File: src/rtl/pipe_io_debounce.sv
// Input conditioning for the pipeline IO block: synchronises and debounces
// the slide switches and keys[3:1], and keeps sticky per-key press flags
// that software can poll and clear.
//
// Ports:
//   clock          system clock, rising edge
//   resetn         asynchronous active-low reset
//   sw_raw[9:0]    raw slide switches (asynchronous)
//   key_raw[2:0]   raw key[3:1], active-low (asynchronous)
//   key_press_clr  per-key clear for key_press (level)
//   sw_clean       debounced switch levels
//   key_clean      debounced key levels, active-low
//   key_press      sticky press flags, 1 = press accepted since last clear
module pipe_io_debounce #(
    parameter int unsigned SYNC_STAGES     = 2,
    parameter int unsigned DEBOUNCE_CYCLES = 500000,
    parameter int unsigned CNT_W           = 19
) (
    input  logic       clock,
    input  logic       resetn,
    input  logic [9:0] sw_raw,
    input  logic [2:0] key_raw,
    input  logic [2:0] key_press_clr,
    output logic [9:0] sw_clean,
    output logic [2:0] key_clean,
    output logic [2:0] key_press
);

    localparam int unsigned SW_W  = 10;
    localparam int unsigned KEY_W = 3;
    localparam int unsigned CH_W  = SW_W + KEY_W;

    // Idle level per channel: switches off, keys released (high).
    localparam logic [CH_W-1:0]  RST_VAL  = {{KEY_W{1'b1}}, {SW_W{1'b0}}};
    localparam logic [CNT_W-1:0] CNT_LAST = CNT_W'(DEBOUNCE_CYCLES - 1);

    logic [CH_W-1:0]  sync_q [SYNC_STAGES];
    logic [CH_W-1:0]  s_c;
    logic [CH_W-1:0]  clean_q;
    logic [CH_W-1:0]  clean_nxt_c;
    logic [CNT_W-1:0] cnt_q     [CH_W];
    logic [CNT_W-1:0] cnt_nxt_c [CH_W];
    logic [KEY_W-1:0] press_q;
    logic [KEY_W-1:0] press_nxt_c;

    // Multi-stage synchroniser for all channels.
    always_ff @(posedge clock or negedge resetn) begin
        if (!resetn) begin
            for (int unsigned i = 0; i < SYNC_STAGES; i++) begin
                sync_q[i] <= RST_VAL;
            end
        end else begin
            sync_q[0] <= {key_raw, sw_raw};
            for (int unsigned i = 1; i < SYNC_STAGES; i++) begin
                sync_q[i] <= sync_q[i-1];
            end
        end
    end

    assign s_c = sync_q[SYNC_STAGES-1];

    // Debounce: a new level is accepted once it has differed from clean
    // for DEBOUNCE_CYCLES consecutive edges; any return restarts the count.
    always_comb begin
        clean_nxt_c = clean_q;
        for (int unsigned ch = 0; ch < CH_W; ch++) begin
            cnt_nxt_c[ch] = '0;
            if (s_c[ch] != clean_q[ch]) begin
                if (cnt_q[ch] == CNT_LAST) begin
                    clean_nxt_c[ch] = s_c[ch];
                end else begin
                    cnt_nxt_c[ch] = cnt_q[ch] + CNT_W'(1);
                end
            end
        end
    end

    // Press flags: a 1->0 acceptance on a key sets its flag and beats a clear.
    always_comb begin
        press_nxt_c = press_q & ~key_press_clr;
        press_nxt_c = press_nxt_c | (clean_q[CH_W-1:SW_W] & ~clean_nxt_c[CH_W-1:SW_W]);
    end

    always_ff @(posedge clock or negedge resetn) begin
        if (!resetn) begin
            clean_q <= RST_VAL;
            press_q <= '0;
            for (int unsigned ch = 0; ch < CH_W; ch++) begin
                cnt_q[ch] <= '0;
            end
        end else begin
            clean_q <= clean_nxt_c;
            press_q <= press_nxt_c;
            for (int unsigned ch = 0; ch < CH_W; ch++) begin
                cnt_q[ch] <= cnt_nxt_c[ch];
            end
        end
    end

    assign sw_clean  = clean_q[SW_W-1:0];
    assign key_clean = clean_q[CH_W-1:SW_W];
    assign key_press = press_q;

endmodule

File: config.mk
export PLATFORM = sky130hd
export DESIGN_NAME = pipe_io_debounce
export DESIGN_NICKNAME = d
export VERILOG_FILES = /design/src/rtl/pipe_io_debounce.sv
export SDC_FILE = /design/constraint.sdc
export NUM_CORES = 1
export LEC_CHECK = 0
export CAP_MARGIN = 25
export CELL_PAD_IN_SITES_DETAIL_PLACEMENT = 2
export CELL_PAD_IN_SITES_GLOBAL_PLACEMENT = 2
export CORE_UTILIZATION = 38
export CTS_BUF_LIST = sky130_fd_sc_hd__clkbuf_4
export DETAILED_ROUTE_END_ITERATION = 8
export PLACE_DENSITY_LB_ADDON = 0.1
export SLEW_MARGIN = 20
export SYNTH_ARGS = -nofsm -noshare
export SYNTH_HDL_FRONTEND = slang
export SYNTH_SLANG_ARGS = --single-unit
File: constraint.sdc
create_clock -name clock -period 1.9 [get_ports clock]
set_input_delay 0.38 -clock clock [delete_from_list [all_inputs] [get_ports clock]]
set_output_delay 0.38 -clock clock [all_outputs]
set_load 0.005 [all_outputs]
==> metrics.txt <==
final setup margin=-154 ps; Slew @ Worst Pin=458 ps; first-pass GRT wire length=64700 um; Util after Layout=49.1%; clk slew on worst S/H paths=80 ps; initial antenna violation count=1; post-synth cell types=49; placed cell area=0.0159 mm^2; die width=192 um; largest net degree at the start of global routing=53; Post-synth EDFFs=0; DR vias/cell=5.26; per-cell routed wire length=18.0 um; Final period util=108%; starting density of the core=38.6%; area growth from synthesis to layout=27.4%; CP arrival=2690 ps; Setup crit start kind=flip-flop; relative max-transition margin=69.3%; Finished Cell Area=0.0175 mm^2; CP Max Fanout=9; core area=0.0356 mm^2; post-synthesis sequential area ratio=52.8%; chip height=192 um; yosys warns=0; post-route ant nets=0; Seq cells post-synth=289; synth top area cells=dfrtp_1 51%, xnor2_1 7.5%, nor2_1 5.6%; Post-route DRC=0; Num CTS Buffers=84; First-pass DRT Iterations=6; clock latency on the worst-skew pair=770 ps; gr ovfl total=0; PortBufs=33; Nets=1675; Worst EP required=2530 ps; clk root buf=clkbuf_4; Worst VDD drop=440 uV; pre-CTS WS=-175 ps; Total GRT Usage=21.8%; min Tclk post-route=2050 ps; full die area=0.0369 mm^2; Worst Hold Class=input pin to flip-flop; asr flop ratio synth=100%; count leader, synth=dfrtp_1; post-synth top area cell=dfrtp_1; io pins=34; vias in the first global route=13100; CTS tree=built; vias=11400; row count=69; pwr/cell area=729 mW/mm^2; DP HPWL=25800 um; Starting DRT DRC Count=285; Crit Path Class=flip-flop to flip-flop; Slew Limit Fails=0; Cell Area, Synth=0.0137 mm^2; run status=complete, but fails checks; main flop type after synthesis=dfrtp_1; critical path capture point type=flip-flop; clock buffer depth=3; highest clock rate=487 MHz; share of cells above drive strength 1=26.6%; syn_nets=1387; Yosys top cell area share=51.0%; RD Place Congestion=0.786; Avg Inst Size Synth=10.1 um^2; Cells after Synth=1356; Max-cap violations=0; Tot Pwr=0.0127 W; top cells by count, synth=280 x dfrtp_1, 205 x nor2_1, 117 x xnor2_1, 85 x nand3_1, 73 x nand2_1; Final setup viols=77; drt total wl=39100 um; final clock skew=28.4 ps; failing checks=negative setup slack; leakage power figure=7.26 nW; final hold vios=0; TritonCTS Sinks=289; RSZ-0062 raised after global routing=yes; CTS HTree Levels=3
## state kept, by name, indices dropped and copies added, names as in the netlist
name and count:
cnt_q 247, clean_q 13, s_c 13, sync_q 13
key_press 3
## layer usage
layer / vias up / global-route usage, % / part of all wire, %
met5: - / 0 / 0
met2: 118 / 39.3 / 52
met3: 70 / 3.87 / 2.5
met1: 5810 / 25.4 / 43
li1: 5411 / - / -
met4: 0 / 8.45 / 2.2
## through the flow
stage	hold WS, ps	setup TNS [ps]	cells
final	93.8	-9500	2169
after global routing	55.0	-13690	2169
after CTS	12.4	-7310	2159
after detailed placement	305	-6100	1985
after global placement	310	-2430	1985
after floorplan	84.4	-3780	1356
## cell usage in the layout (no fill, tap or decap), types with 35 or more instances in the layout
cell type / count
nand2_1: 73
nand4_1: 56
buf_4: 167
xor2_1: 60
nor2_1: 179
clkbuf_4: 124
inv_1: 47
o21ai_0: 35
dfrtp_1: 274
xnor2_1: 117
nand3_1: 85
a21oi_1: 53
nor4_1: 43
or3_1: 38
## timing repair
| item | in CTS | in global routing |
|---|---|---|
| gates resized for setup | 60 | 50 |
| endpoints found under the hold margin | 290 | 0 |
| buffers inserted | 14 | 6 |
| hold buffers | 11 | 0 |
| pin swaps | 10 | 10 |
| gates cloned | 1 | 2 |
| endpoints found under the setup margin | 99 | 171 |
## kinds of logic (layout without fill, tap and decap cells)
family | after synthesis | count (layout) | synth area share [%]
AOI/OAI and AO/OA | 129 | 129 | 5.98
xor gates and xnor gates | 177 | 177 | 11.3
adders and majority gates | 13 | 13 | 1.19
buffers and inverters | 76 | 426 | 2.31
DFF | 289 | 289 | 52.8
muxes | 13 | 13 | 1.07
other | 0 | 2 | 0
and+or+nand+nor | 659 | 659 | 25.4
## power by group
group | internal, W | leakage (nW) | switching, W | total, W
clock network | 0.00298 | 0.631 | 0.00281 | 0.00579
logic | 0.000248 | 2.71 | 0.000359 | 0.000607
registers | 0.00626 | 3.92 | 0.0000905 | 0.00635
## worst max-delay path: stages, from the launching register on
cell and delay, ps:
dfrtp_1 380, or4b_1 530, or4_4 570, o21ai_4 220, clkbuf_16 200, nor2_1 40
## layout make-up
cell class / count / area (um^2)
antenna: 2 / 5.00
clock buffer: 124 / 931
clock inverter: 24 / 93.8
fill: 3727 / 18100
inverter: 47 / 176
multi-input combinational: 991 / 6430
sequential: 289 / 7250
tap: 461 / 577
timing repair buffer: 231 / 2020
## final timing paths
| path | from | to | slack [ps] | depth (start not counted) |
|---|---|---|---|---|
| max reg2reg | cnt_q[162] | cnt_q[167] | -150 | 5 |
| min reg2reg | sync_q[14] | s_c[1] | 350 | 0 |
| min in group asynchronous | resetn | cnt_q[149] | 110 | 2 |
| max | cnt_q[162] | cnt_q[167] | -150 | 5 |
| max in group asynchronous | resetn | cnt_q[160] | 1030 | 3 |
| min | sw_raw[0] | sync_q[13] | 90 | 1 |
(Power assumes the default switching activity.)
